**src/rtl/serializer.sv**
```systemverilog
// Parallel-to-serial stage: shifts a variable-length word out MSB-first, one bit per clock.
// A one-word holding register keeps consecutive words back-to-back with no idle cycle.
module serializer #(
  parameter int unsigned DATA_W  = 16,
  parameter int unsigned MOD_W   = $clog2(DATA_W),
  parameter int unsigned MIN_LEN = 3
) (
  input  logic              clk_i,
  input  logic              arst_n_i,
  input  logic [DATA_W-1:0] data_i,
  input  logic [MOD_W-1:0]  data_mod_i,
  input  logic              data_val_i,
  output logic              ser_data_o,
  output logic              ser_data_val_o,
  output logic              busy_o
);

  localparam logic [0:0] ST_IDLE  = 1'b0;
  localparam logic [0:0] ST_SHIFT = 1'b1;

  localparam logic [MOD_W:0] LEN_FULL = (MOD_W + 1)'(DATA_W);
  localparam logic [MOD_W:0] LEN_MIN  = (MOD_W + 1)'(MIN_LEN);

  logic [0:0]        r_state;
  logic [DATA_W-1:0] r_shift;
  logic [MOD_W:0]    r_cnt;
  logic [DATA_W-1:0] r_hold_data;
  logic [MOD_W:0]    r_hold_len;
  logic              r_hold_full;

  logic [0:0]        w_state_nxt;
  logic [DATA_W-1:0] w_shift_nxt;
  logic [MOD_W:0]    w_cnt_nxt;
  logic [DATA_W-1:0] w_hold_data_nxt;
  logic [MOD_W:0]    w_hold_len_nxt;
  logic              w_hold_full_nxt;

  logic [MOD_W:0]    w_len;
  logic              w_accept;
  logic              w_last;

  // A length field of zero encodes a full-width word.
  assign w_len    = (data_mod_i == '0) ? LEN_FULL : {1'b0, data_mod_i};
  assign w_accept = data_val_i & ~r_hold_full & (w_len >= LEN_MIN);
  assign w_last   = (r_cnt == (MOD_W + 1)'(1));

  always_comb begin
    w_state_nxt     = r_state;
    w_shift_nxt     = r_shift;
    w_cnt_nxt       = r_cnt;
    w_hold_data_nxt = r_hold_data;
    w_hold_len_nxt  = r_hold_len;
    w_hold_full_nxt = r_hold_full;

    case (r_state)
      ST_IDLE: begin
        if (w_accept) begin
          w_state_nxt = ST_SHIFT;
          w_shift_nxt = data_i;
          w_cnt_nxt   = w_len;
        end
      end
      ST_SHIFT: begin
        if (w_last) begin
          // Held word takes priority; busy_o blocks new input while it is full.
          if (r_hold_full) begin
            w_shift_nxt     = r_hold_data;
            w_cnt_nxt       = r_hold_len;
            w_hold_full_nxt = 1'b0;
          end else if (w_accept) begin
            w_shift_nxt = data_i;
            w_cnt_nxt   = w_len;
          end else begin
            w_state_nxt = ST_IDLE;
            w_cnt_nxt   = '0;
          end
        end else begin
          w_shift_nxt = {r_shift[DATA_W-2:0], 1'b0};
          w_cnt_nxt   = r_cnt - 1'b1;
          if (w_accept) begin
            w_hold_data_nxt = data_i;
            w_hold_len_nxt  = w_len;
            w_hold_full_nxt = 1'b1;
          end
        end
      end
      default: begin
        w_state_nxt = ST_IDLE;
      end
    endcase
  end

  always_ff @(posedge clk_i or negedge arst_n_i) begin
    if (!arst_n_i) begin
      r_state     <= ST_IDLE;
      r_shift     <= '0;
      r_cnt       <= '0;
      r_hold_data <= '0;
      r_hold_len  <= '0;
      r_hold_full <= 1'b0;
    end else begin
      r_state     <= w_state_nxt;
      r_shift     <= w_shift_nxt;
      r_cnt       <= w_cnt_nxt;
      r_hold_data <= w_hold_data_nxt;
      r_hold_len  <= w_hold_len_nxt;
      r_hold_full <= w_hold_full_nxt;
    end
  end

  assign ser_data_val_o = (r_state == ST_SHIFT);
  assign ser_data_o     = ser_data_val_o & r_shift[DATA_W-1];
  assign busy_o         = r_hold_full;

endmodule
```
**config.mk**
```make
export PLATFORM = sky130hd
export DESIGN_NAME = serializer
export DESIGN_NICKNAME = d
export VERILOG_FILES = /design/src/rtl/serializer.sv
export SDC_FILE = /design/constraint.sdc
export NUM_CORES = 1
export LEC_CHECK = 0
export ABC_AREA = 1
export CORE_ASPECT_RATIO = 0.5
export CORE_UTILIZATION = 47
export DETAILED_ROUTE_END_ITERATION = 7
export PLACE_DENSITY = 0.68
export SLEW_MARGIN = 20
export SYNTH_ARGS = -nofsm -noshare
export SYNTH_HDL_FRONTEND = slang
export SYNTH_SLANG_ARGS = --single-unit
```
**constraint.sdc**
```tcl
create_clock -name clk_i -period 2.55 [get_ports clk_i]
set_clock_uncertainty 0.05 [all_clocks]
set_input_delay 0.51 -clock clk_i [delete_from_list [all_inputs] [get_ports clk_i]]
set_output_delay 0.51 -clock clk_i [all_outputs]
set_load 0.01 [all_outputs]
```
==> metrics.yaml <==
clock_tree:
  cts.path.max_buffers: 2
  cts_setup_buffers: 0
  clock_latency_ns: 0.30
  path_clk_slew_ns: 0.08
  cts_buffers: 5
  cts.htree.levels: 2
  cts_root_buf: "clkbuf_8"
  post_cts_resized: 0
  clkSinkCount: 44
  cts_tree: "built"
  cts_hold_buf: 0
critical_path:
  reg2regPathDepth: 9
  start_kind: "flop"
  crit_required_ns: 1.99
  worstSetupEndpointType: "output pin"
  critical_path_arrival_ns: 1.56
  r2r_slack_ns: 0.61
  worst-path-max-fanout: 8
  r2r_end: "r_hold_data[2]$_DFFE_PN0P_"
  path_class: "reg2out"
  r2r_start: "r_cnt[1]$_DFFE_PN0P_"
synthesis:
  synth-seq-cells: 44
  avgSynthCellArea_um2: 7.691
  synthCells: 320
  ys_seq_area_share_pct: 44.74
  netlist_area_um2: 2461
  syn_nets: 345
  synth_cell_type_count: 25
  synth_warnings: 0
global_route:
  grt_pass1_vias: 1905
  grt_pass1_wl_mm: 8.866
  overflow: 0
  antenna_found_initial: 0
  grt_max_degree: 37
  track_usage_pct: 20.79
pwr:
  p_seq_share_pct: 41.8
  combPwrFrac_pct: 41.2
  clock_power_share_pct: 17.0
  power_uw: 2702
  internal_power_uw: 1614
  leakage_uw: 0.001443
  irDropWorstVdd_mv: 0.3261
  power.density_nw_per_um2: 953.1
  power_switching_uw: 1088
  swShare_pct: 40.26
floorplanning:
  core-area_um2: 4977
  num_rows: 18
  die_h_um: 53.17
  io_pins: 26
  die_w_um: 104.3
  floorplan.die_area_um2: 5547
  initial_core_util_pct: 49.45
final_layout:
  area_growth_pct: 15.20
  nets: 369
  n_antenna_cell: 0
  stdcell_count: 415
  drive_gt1_share_pct: 7.826
status:
  run_status: "completed"
timing:
  hold_violations: 0
  max_slew_margin_pct: 62.94
  worst_pin_slew_ns: 0.5559
  whs_ns: 0.1417
  drv_slew: 0
  fin_setup_tns_ns: 0
  rsz0062_at_grt: "no"
  min_period_over_period_pct: 83.01
  max_freq_mhz: 472.4
  fin_crit_ns: 2.117
  setup_viol_count_final: 0
drt:
  wire_per_inst_um: 12.43
  drtIter0Drc: 104
  drc: 0
  firstDrtPassIters: 4
  ant_nets: 0
  num_vias: 2065
  via_per_inst: 4.976
  wl_mm: 5.157
hold_path:
  hold_class: "in2async"
flow_run:
  maxCapViolCount: 0
place:
  gp_congestion: 0.7872
  dp_hpwl_mm: 3.519
  io_buffers: 25
  placed_cells: 407
==> layout make-up <==
type | instances | area, um^2
clock buffers | 7 | 86.33
clock inverters | 1 | 7.507
fillers | 453 | 2142
inverters | 67 | 251.5
multi-input cells | 196 | 1018
flip-flops and latches | 44 | 1101
well taps | 70 | 87.58
repair buffers | 30 | 282.8
==> registers in the layout, indices dropped and copies added (netlist names) <==
| name | flops |
|---|---|
| busy_o | 1 |
| r_cnt | 5 |
| r_hold_data | 16 |
| r_hold_len | 5 |
| r_shift | 16 |
| ser_data_val_o | 1 |
==> how the worst max path moves through the flow <==
stage / startpoint / to / slack, ns / cells after the start
after floorplan: data_mod_i[2] / r_shift[13]$_DFF_PN0_ / 1.06 / 7
after global placement: data_mod_i[1] / r_hold_len[4]$_DFFE_PN0P_ / 0.41 / 7
after detailed placement: data_mod_i[0] / r_hold_len[4]$_DFFE_PN0P_ / 0.36 / 7
after CTS: ser_data_val_o$_DFF_PN0_ / ser_data_o / 0.41 / 3
after global routing: ser_data_val_o$_DFF_PN0_ / ser_data_o / 0.39 / 3
final: ser_data_val_o$_DFF_PN0_ / ser_data_o / 0.43 / 3
==> cell usage after synthesis (all sizes together) <==
master   n  area, um^2
nand2   91       359.1
ha       2       25.02
nand3   30       175.2
o22ai   15       93.84
nand4    2       12.51
dfrtp   44        1101
o21ai   25       125.1
buf     13       90.08
a21oi    3       18.77
nor2    12       88.83
clkinv   1       3.750
nand3b  16       120.1
inv     66       247.7
==> per-stage QoR <==
stage,cell area (um^2),util (%),setup WS (ns)
2_1_floorplan,2461,-,1.064
3_3_place_gp,2741,55.08,0.4150
3_5_place_dp,2741,55.08,0.3627
4_1_cts,2835,56.96,0.4093
5_1_grt,2835,56.96,0.3862
6_report,2835,56.96,0.4333
==> power by group through the flow <==
stage	registers (uW)	logic [uW]	clock network, uW
2_1_floorplan	1100	890	0
3_3_place_gp	1130	1080	0
3_5_place_dp	1140	1110	0
4_1_cts	1130	1120	475
5_1_grt	1160	1290	498
6_report	1130	1110	460
==> routing by layer <==
metal	part of all wire [%]	vias to the layer above	GRT usage, %	routed length (um)
met5	0	-	0	0
met4	1.1	0	5.714	55
met3	3.9	8	3.695	201
met2	45	39	34.99	2321
met1	50	973	28.06	2579
li1	-	1045	-	-
==> cells by family after synthesis <==
group	after synthesis	share of synthesized area, %
buf+inv	80	13.88
flops	44	44.74
fa+ha+maj	2	1.017
compound gates	43	9.659
simple gates	151	30.71
==> critical path: stages (launching register included) <==
cell	delay (ns)
dfrtp_1	0.57
nand2_1	0.10
inv_1	0.06
clkdlybuf4s50_1	0.52
==> cell usage in the layout (no fill, tap or decap), types with 3 or more instances in the layout <==
cell type        count
clkbuf_8             6
nor2_4               3
nand2_1             88
inv_1               64
clkdlybuf4s50_1     24
nand3_1             28
buf_4                5
o22ai_1             15
dfrtp_1             44
o21ai_1             19
nand3b_1            16
nor2_1               6
o21ai_0              6
(Power assumes the default switching activity.)
